## config.mk

```make
export PLATFORM = sky130hd
export DESIGN_NAME = rdc_window
export DESIGN_NICKNAME = d
export VERILOG_FILES = /design/src/rtl/rdc_window.sv
export SDC_FILE = /design/constraint.sdc
export NUM_CORES = 1
export LEC_CHECK = 0
export ABC_AREA = 1
export CELL_PAD_IN_SITES_DETAIL_PLACEMENT = 0
export CELL_PAD_IN_SITES_GLOBAL_PLACEMENT = 2
export CORE_UTILIZATION = 30
export DETAILED_ROUTE_END_ITERATION = 8
export GPL_TIMING_DRIVEN = 1
export PLACE_DENSITY = 0.87
export SYNTH_ARGS = -nofsm -noshare
export SYNTH_HDL_FRONTEND = slang
export SYNTH_SLANG_ARGS = --single-unit
```

## constraint.sdc

```tcl
create_clock -name clk_i -period 5.1 [get_ports clk_i]
set_input_delay 0.765 -clock clk_i [delete_from_list [all_inputs] [get_ports clk_i]]
set_output_delay 0.765 -clock clk_i [all_outputs]
set_load 0.03 [all_outputs]
```

## src/rtl/rdc_window.sv

```systemverilog
// rdc_window: per-event duration/windowed request counters with sticky irq, first-offender capture and watermarks
module rdc_window #(
  parameter int N_CORES       = 4,
  parameter int CORE_EVENTS   = 2,
  parameter int WEIGHTS_WIDTH = 8,
  parameter int WINDOW_WIDTH  = 16,
  localparam int N  = N_CORES * CORE_EVENTS,
  localparam int CW = N_CORES > 1 ? $clog2(N_CORES) : 1,
  localparam int EW = CORE_EVENTS > 1 ? $clog2(CORE_EVENTS) : 1
) (
  input  logic                       clk_i,
  input  logic                       rst_i,
  input  logic                       enable_i,
  input  logic [N-1:0]               events_i,
  input  logic [N*WEIGHTS_WIDTH-1:0] events_weights_i,
  input  logic [N-1:0]               mode_i,
  input  logic [WINDOW_WIDTH-1:0]    window_len_i,
  input  logic [N-1:0]               irq_mask_i,
  input  logic [N-1:0]               irq_clear_i,
  input  logic                       watermark_clear_i,
  output logic                       interruption_rdc_o,
  output logic [N-1:0]               interruption_vector_rdc_o,
  output logic [N*WEIGHTS_WIDTH-1:0] watermark_o,
  output logic                       first_valid_o,
  output logic [CW-1:0]              first_core_o,
  output logic [EW-1:0]              first_event_o,
  output logic [1:0]                 state_o
);
  typedef enum logic [1:0] {IDLE = 2'd0, RUN = 2'd1, TRIPPED = 2'd2} state_t;
  state_t state_q;
  logic [WINDOW_WIDTH-1:0] win_q, win_d, last;
  logic boundary;
  logic [N-1:0] hit, sticky_q, sticky_d;
  logic [CW-1:0] core_d;
  logic [EW-1:0] event_d;
  assign last = window_len_i == '0 ? '0 : window_len_i - WINDOW_WIDTH'(1);
  assign boundary = win_q >= last;
  assign win_d = !enable_i || boundary ? '0 : win_q + WINDOW_WIDTH'(1);
  // window position counter; restarts from 0 whenever disabled
  always_ff @(posedge clk_i) win_q <= rst_i ? '0 : win_d;
  for (genvar i = 0; i < N; i++) begin : g_ev
    logic [WEIGHTS_WIDTH-1:0] cnt_q, cnt_d, wm_q, wm_d, base, weight;
    assign weight = events_weights_i[i*WEIGHTS_WIDTH +: WEIGHTS_WIDTH];
    assign base = mode_i[i] && boundary ? '0 : cnt_q;
    assign cnt_d = !enable_i || (!mode_i[i] && !events_i[i]) ? '0 :
                   &base ? base : base + WEIGHTS_WIDTH'(events_i[i]);
    assign wm_d = watermark_clear_i ? '0 : enable_i && cnt_q > wm_q ? cnt_q : wm_q;
    assign hit[i] = enable_i & irq_mask_i[i] & (weight != '0) & (cnt_q >= weight);
    assign watermark_o[i*WEIGHTS_WIDTH +: WEIGHTS_WIDTH] = wm_q;
    // saturating event counter and its high watermark
    always_ff @(posedge clk_i) begin
      cnt_q <= rst_i ? '0 : cnt_d;
      wm_q  <= rst_i ? '0 : wm_d;
    end
  end
  assign sticky_d = enable_i ? (sticky_q & ~irq_clear_i) | hit : '0;
  // sticky interrupt flags; a new hit overrides a coincident clear
  always_ff @(posedge clk_i) sticky_q <= rst_i ? '0 : sticky_d;
  assign interruption_vector_rdc_o = sticky_q;
  assign interruption_rdc_o = |sticky_q;
  // lowest flat index among current hits, core-major
  always_comb begin
    core_d = '0;
    event_d = '0;
    for (int j = N - 1; j >= 0; j--)
      if (hit[j]) begin
        core_d = CW'(j / CORE_EVENTS);
        event_d = EW'(j % CORE_EVENTS);
      end
  end
  // supervisor FSM with registered first-offender capture
  always_ff @(posedge clk_i) begin
    if (rst_i || !enable_i) begin
      state_q <= IDLE;
      first_valid_o <= 1'b0;
      first_core_o <= '0;
      first_event_o <= '0;
    end else
      case (state_q)
        IDLE: state_q <= RUN;
        RUN:
          if (|hit) begin
            state_q <= TRIPPED;
            first_valid_o <= 1'b1;
            first_core_o <= core_d;
            first_event_o <= event_d;
          end
        TRIPPED:
          if (sticky_d == '0) begin
            state_q <= RUN;
            first_valid_o <= 1'b0;
          end
        default: state_q <= IDLE;
      endcase
  end
  assign state_o = state_q;
endmodule

```

-- After elaboration in Yosys (flattened, before gate mapping)
Index checks and enable logic that the tools add are counted.
- bits in registers: 158
- output and inout port bits: 79
- add/subtract/negate cells: 10
- order comparisons: 17
- equal/unequal tests: 4
- muxes and demuxes: 40
- bitwise gates (word level): 27
- reduce and logical (&&, ||, !) cells: 86
- operators by type and width (kind ; count):
    8-bit two-way mux ; 17
    8-bit by 1-bit adder with 8-bit output ; 8
    8-bit greater-or-equal comparator ; 8
    8-bit greater-than comparator ; 8
    8-bit AND reduction ; 8
    8-bit nonzero test ; 8
    1-bit AND ; 24
    1-bit logical AND ; 24
    2-bit two-way mux ; 10
    2-bit OR reduction ; 10
    1-bit zero test ; 17
    16-bit by 1-bit adder with 16-bit output (second input constant) ; 1
    16-bit greater-or-equal comparator ; 1
    16-bit zero test ; 1
    16-bit two-way mux ; 1
    8-bit OR reduction ; 2
    16-bit by 1-bit subtractor with 16-bit output (second input constant) ; 1
    1-bit logical OR ; 10
    1-bit two-way mux ; 10
    8-bit AND ; 1
    8-bit zero test ; 1
    8-bit NOT ; 1
    8-bit bitwise OR ; 1
    2-bit one-hot mux with 3 select lines ; 1
    8 further kinds ; 10

-- Longest topological paths before layout
Gate-level depths: netlist of run 1.
- depth in word-level cells: 11
- depth in mapped cells: 33
- mapped depth without buffers: 31

-- Worst setup path before layout of run 1
OpenSTA, ideal clock, no wires.
- path type: input-to-reg
- start: input window_len_i[0]
- end: register g_ev[4].cnt_q[7]
- library setup time: 110 ps
- data arrival time: 3821 ps
- data required time: 4990 ps
- setup slack: 1169 ps
- stages on the path: 29
- cell sequence: inv_1 -> ha_1 -> inv_1 -> nor4_1 -> nand4_1 -> nor2_1 -> inv_1 -> clkbuf_1 -> nand3b_1 -> ha_1 -> nand2_1 -> inv_1 -> nor2_1 -> o21ai_1 -> a21oi_4 -> nand2_8 -> nand2_4 -> buf_6 -> inv_1 -> nor2_1 -> ha_1 -> nand2_1 -> nand3b_2 -> nor2_1 -> nand2_1 -> nand2_1 -> nand3_1 -> nand2_1 -> inv_1
- cells in the longest elaborated chain, start to end: 7
- RTL lines (element ; RTL line ; RTL):
    from (decl) ; 17 ; input logic [WINDOW_WIDTH-1:0] window_len_i,
    16-bit by 1-bit subtractor with 16-bit output / 16-bit zero test (equally long branches) ; 36 ; assign last = window_len_i == '0 ? '0 : window_len_i - WINDOW_WIDTH'(1);
    16-bit two-way mux (*) ; 36 ;
    16-bit greater-or-equal comparator (*) ; 37 ; assign boundary = win_q >= last;
    1-bit logical AND (*) ; 44 ; assign base = mode_i[i] && boundary ? '0 : cnt_q;
    8-bit two-way mux (*) ; 44 ;
    8-bit by 1-bit adder with 8-bit output / 8-bit AND reduction (equally long branches) ; 46 ; &base ? base : base + WEIGHTS_WIDTH'(events_i[i]);
    8-bit two-way mux (*) ; 46 ;
    to (signal assigned) ; 52 ; cnt_q <= rst_i ? '0 : cnt_d;
    to (decl) ; 42 ; logic [WEIGHTS_WIDTH-1:0] cnt_q, cnt_d, wm_q, wm_d, base, weight;
Every way passes the cells marked *; elsewhere a longest branch is shown, timed or not.
A chain may end at the register's enable or synchronous reset.

-- Worst setup path after layout of run 1
- start: input window_len_i[0]
- end: register g_ev[7].cnt_q[4]
- cells in the longest elaborated chain, start to end: 7
- RTL lines (element ; RTL line):
    16-bit by 1-bit subtractor with 16-bit output / 16-bit zero test (equally long branches) ; 36
    16-bit two-way mux (*) ; 36
    16-bit greater-or-equal comparator (*) ; 37
    1-bit logical AND (*) ; 44
    8-bit two-way mux (*) ; 44
    8-bit by 1-bit adder with 8-bit output / 8-bit AND reduction (equally long branches) ; 46
    8-bit two-way mux (*) ; 46
    to (signal assigned) ; 52
    to (decl) ; 42
Marked as above.

==> metrics.txt, run 1 <==
outcome=finished, final reports clean; crit-path max FO=15; # rows=71; sw power=1222 µW; Power Total=3556 µW; Slew HR=0.4633; Critical Path AT=4820 ps; clk_skew=11.44 ps; clock sink count=158; Tightest Hold Check Type=reg -> reg; Tcrit/Tclk final=0.8678; pwr/cell area=243.3 nW/µm²; RSZ-0062 raised after global routing=no; Filler cells=4030; antenna violations before repair=1; clock root buffer=clkbuf_16; Clock Pin Slew Worst Setup and Hold Paths=70 ps; Num CTS Buffers=17; share of cells above drive strength 1=0.04270; Synth Net Count=1975; total grt overflow=0; Area growth, synth to finish=26.07%; post-CTS sizing=0; Tmin final=4426 ps; sw frac=0.3436; # setup viols final=0; max-slew violation count=0; Routability Congestion=0.8317; Post-CTS Hold Buffers=0; number of top-level pins=195; Initial Util=0.3063; required time of the critical path=5490 ps; Tot GR Track Use=0.1712; DIE WIDTH=198.6 µm; worst-margin pin slew=805.1 ps; Logic pwr share=0.267; Die Span Y=198.6 µm; Fmax=0.2260 GHz; Via Count=11080; DP Wirelength=26110 µm; share of the synthesized area in the top cell type=0.2729; final hold vios=0; I/O Buffers=194; WL per Instance=13.81 µm; Synth Warn #=0; Remaining DRCs=0; post-synthesis cell area=11590 µm²; Max Cap Violations=0; post-synth top area cell=dfxtp_1; Skew-Pair Late Insertion Delay=440 ps; drt total wl=33270 µm; Pre-antenna DRT Iters=5; vias per cell=4.599; clk buf depth=2; CTS H-tree depth=4; initial DRC count=518; setup bufs post-CTS=0; most frequent cells in the layout=352 x nand2_1, 310 x inv_1, 218 x nor2_1; CTS tree=done; most common cell after layout, fill and taps aside=nand2_1; Die ar.=39430 µm²; critical path type=in -> reg; Unique masters post-synth=45; Core ar.=37840 µm²; first-pass GRT wire length=53140 µm; clock share of power=0.357; Leak Pwr=0.006962 µW; Yosys reg bits=158; P_int=2334 µW; maximum VDD drop=226.7 µV; pin count of the biggest net entering global routing=37; CP endpoint kind=flop; vias in the first global route=10544; synthesized area per cell=6.835 µm²; Post-Route Setup TNS=0 ps; post-synthesis sequential area ratio=0.2729; Final nets=2163; Post-Synthesis Cells=1696; CP Launch Type=input port; Antenna Nets Post-Route=0; Sequential Power Share=0.376; most area-consuming cells after synthesis=dfxtp_1 27%, ha_1 18%, nand2_1 11%
## through the flow
step | std cells | hold slack, ps | utilization | area (µm²) | worst slack (ps)
2_1_floorplan | 1696 | 429.7 | - | 11590 | 1169
3_3_place_gp | 2376 | 447.1 | 0.3710 | 14040 | 369.1
3_5_place_dp | 2376 | 457.6 | 0.3710 | 14040 | 264.9
4_1_cts | 2408 | 473.6 | 0.3861 | 14610 | 701.3
5_1_grt | 2408 | 506.9 | 0.3861 | 14610 | 261.2
6_report | 2409 | 469.6 | 0.3862 | 14610 | 674.3
## power by group through the flow
stage	Sequential, µW	Combinational, µW	Clock [µW]
2_1_floorplan	1470	505	0
3_3_place_gp	1370	946	0
3_5_place_dp	1370	949	0
4_1_cts	1340	956	1320
5_1_grt	1350	1070	1370
6_report	1340	949	1270
## flip-flops by register name (all words and copies together), names as in the netlist
register	flops
first_core_o	2
win_q	16
first_event_o	1
interruption_vector_rdc_o	8
g_ev.cnt_q	64
state_o	2
g_ev.wm_q	64
first_valid_o	1
## final cells by class
cell class | instances | area [µm²] | share of cell area
multi-input combinational | 1199 | 7104 | 0.4861
sequential | 158 | 3163 | 0.2164
tap | 511 | 639.4 | 0.04375
antenna | 1 | 2.502 | 0.0001712
clock inverter | 15 | 147.6 | 0.01010
clock buffer | 17 | 425.4 | 0.02911
timing repair buffer | 197 | 1964 | 0.1344
inverter | 311 | 1167 | 0.07988
## worst paths after layout
path | endpoint | startpoint | slack, ps | depth (start not counted)
setup / recovery | g_ev[7].cnt_q[4] | window_len_i[0] | 670 | 26
hold / removal | win_q[0] | win_q[0] | 470 | 1
setup reg to reg | g_ev[7].cnt_q[4] | win_q[11] | 2300 | 15
hold reg to reg | win_q[0] | win_q[0] | 470 | 1
## per-layer routing
metal  vias to the layer above  GRT usage  wire length [µm]
li1                       5899          -                 -
met3                        26    0.03272              1370
met2                       174     0.2798             14840
met4                         0    0.04872               456
met1                      4981     0.2276             16610
met5                         -          0                 0
## cells in the mapped netlist, drive strengths merged
cell type	instances
nand2	367
inv	311
nor2	227
ha	163
dfxtp	158
nand3	112
a21oi	95
a211oi	61
nand4	26
o21ai	25
a31oi	21
nor3	18
clkbuf	16
o21a	15
or2	13
buf	12
nand3b	12
o21bai	8
xor2	8
o221ai	7
and3	4
xnor2	4
a21boi	3
nor3b	3
nor4	3
o211ai	2
a31o	1
a32oi	1
## cell families (layout without fill, tap and decap cells)
group | count (synthesis) | after routing | synth area share
compound gates | 239 | 239 | 0.1289
xor+xnor | 12 | 12 | 0.009066
fa+ha+maj | 163 | 163 | 0.1759
buf+inv | 339 | 540 | 0.1145
flops | 158 | 158 | 0.2729
other cells | 0 | 1 | 0
simple gates | 785 | 785 | 0.2988
## critical path, cell delays in order
cell and delay, ps:
clkdlybuf4s50_1 440, inv_1 120, ha_1 150, inv_1 40
nor4_1 220, nand4_1 140, nor2_1 200, inv_1 220
nand3b_1 180, ha_1 260, nand2_1 70, inv_1 30
nor2_1 80, o21ai_1 100, a21oi_4 210, nand2_8 190
nand2_4 200, inv_1 70, nor2_1 130, ha_1 210
ha_1 240, nand4_1 130, or2_1 230, nand3_1 80
nand2_1 50, inv_1 40
Note: power is estimated with default switching activity, not from simulation.
==> run 2: changes to the inputs <==
--- a/config.mk
+++ b/config.mk
@@ -8,6 +8,7 @@
 export ABC_AREA = 1
 export CELL_PAD_IN_SITES_DETAIL_PLACEMENT = 0
 export CELL_PAD_IN_SITES_GLOBAL_PLACEMENT = 2
+export CORE_ASPECT_RATIO = 1.5
 export CORE_UTILIZATION = 30
 export DETAILED_ROUTE_END_ITERATION = 8
 export GPL_TIMING_DRIVEN = 1
==> run 2 against run 1 <==
Compared with the run above:
- combinational power barely moved
- clock skew rose by 2.2 ps
- final area barely moved
- die area barely moved
- count of clock-buffer cells in the layout did not move
- first-iteration DRC count fell by 28%
- wire length rose by 1.7%
- register-to-register slack improved by 20 ps
- non-clock buffer count did not move
- core utilization fell by 0.051 points
- maximum frequency rose by 1.7%
- clock power rose by 6%
- largest power group unchanged
==> metrics.txt, run 2 (synthesis gave the netlist of run 1 again) <==
share of cells above drive strength 1=0.04270; Tcrit/Tclk final=0.8532; pwr/cell area=248.6 nW/µm²; most frequent cells in the layout=352 x nand2_1, 310 x inv_1, 218 x nor2_1; RR Startpoint=win_q[7]; Post-Route Setup TNS=0 ps; Leak Pwr=0.006979 µW; WL per Instance=14.18 µm; DP Wirelength=26870 µm; Hold Path Origin=first_core_o[1]; minimum hold slack=467.0 ps; Remaining DRCs=0; drt total wl=33830 µm; CTS tree=done; Antenna Nets Post-Route=0; n_diodes=0; Die ar.=39450 µm²; antenna violations before repair=1; Routability Congestion=0.8560; post-CTS sizing=0; Tightest Hold Check Type=reg -> reg; worst-margin pin slew=956.7 ps; clk_skew=13.63 ps; pin count of the biggest net entering global routing=40; Hold EP=first_core_o[1]; Area after DPL=14010 µm²; DIE WIDTH=162.5 µm; first-pass GRT wire length=53950 µm; maximum VDD drop=159.2 µV; Die Span Y=242.8 µm; # setup viols final=0; CP peak stage delay=440 ps; Top Registers=g_ev.cnt_q x64, g_ev.wm_q x64, win_q x16; clk buf depth=2; critical path type=in -> reg; Critical Path, Cell by Cell=clkdlybuf4s50_1, inv_1, ha_1, inv_1, nor4_1, nand4_1, nor2_1, inv_1, o21ai_0, ha_1, a21oi_2, o21ai_1, a21oi_4, nand2_8, nand2_4, inv_1, nor2_1, ha_1, ha_1, nand4_1, or2_1, nand3_1, nand2_1, inv_1; max-slew violation count=0; most common cell after layout, fill and taps aside=nand2_1; final hold vios=0; Clock Pin Slew Worst Setup and Hold Paths=70 ps; post-route insts no fill=2386; Tot GR Track Use=0.1742; hold depth=2; Tmin final=4351 ps; Core ar.=37880 µm²; outcome=finished, final reports clean; total grt overflow=0; Post-CTS Hold Buffers=0; RSZ-0062 raised after global routing=no; Initial Util=0.3060; Final nets=2163; Slew HR=0.3622; Num CTS Buffers=17; Critical Path AT=4750 ps; vias in the first global route=10693; initial DRC count=371; setup bufs post-CTS=0; reg2reg end=g_ev[7].cnt_q[4]; clock sink count=158; Design Area, Final=14610 µm²; Pre-antenna DRT Iters=6; clock root buffer=clkbuf_16; Skew-Pair Late Insertion Delay=450 ps; Worst path most repeated cell=inv_1; Placed Cells=2354; Via Count=11177; Critical-path top delay cell=clkdlybuf4s50_1; CP Launch Type=input port; Fmax=0.2298 GHz; # rows=87; crit-path max FO=15; CP endpoint kind=flop; reg2reg setup slack=2320 ps; CTS H-tree depth=4; required time of the critical path=5500 ps; number of top-level pins=195; vias per cell=4.684; fin util=0.3857; Max Cap Violations=0; Reg2Reg Depth=17; Area growth, synth to finish=26.02%; I/O Buffers=194
-- run 2: critical path, delay by kind of cell --
| family | cells | cell delay [ps] |
|---|---|---|
| AND/OR/NAND/NOR | 10 | 1550 |
| buffers and inverters | 6 | 910 |
| adder cells (fa/ha/maj) | 4 | 890 |
| AO/OA/AOI/OAI | 4 | 620 |
-- run 2: cell type report --
| cell class | count | area (µm²) |
|---|---|---|
| inverters | 311 | 1167 |
| flip-flops and latches | 158 | 3163 |
| clock buffers | 17 | 425.4 |
| clock inverters | 15 | 172.7 |
| fillers | 4042 | 23270 |
| repair buffers | 197 | 1964 |
| multi-input cells | 1199 | 7104 |
| well taps | 489 | 611.8 |
-- run 2: per-layer routing --
layer	GRT usage	part of all wire	vias to the layer above	wire length [µm]
met2	0.3175	0.51	177	17190
met5	0	0.00038	-	13
met4	0.06077	0.018	2	601
li1	-	-	5918	-
met3	0.03725	0.044	36	1477
met1	0.1961	0.43	5044	14550
-- run 2: power breakdown --
part / internal, µW / switching, µW
Sequential: 1300 / 39.5
Clock: 737 / 607
Combinational: 388 / 564
Total: 2420 / 1210
-- run 2: worst max-delay path by stage --
stage | to | from | slack (ps)
3_3_place_gp | g_ev[7].cnt_q[4] | window_len_i[0] | 370
3_5_place_dp | g_ev[7].cnt_q[4] | window_len_i[0] | 270
2_1_floorplan | g_ev[4].cnt_q[7] | window_len_i[0] | 1170
4_1_cts | g_ev[7].cnt_q[4] | window_len_i[0] | 740
6_report | g_ev[7].cnt_q[4] | window_len_i[0] | 750
5_1_grt | g_ev[1].cnt_q[7] | window_len_i[0] | 400
-- run 2: per-stage QoR --
stage                     power, µW  setup slack (ps)
after floorplan                1975              1169
after global placement         2314             370.4
after detailed placement       2322             268.3
after CTS                      3703             735.4
after global routing           3850             400.2
final                          3632             748.7
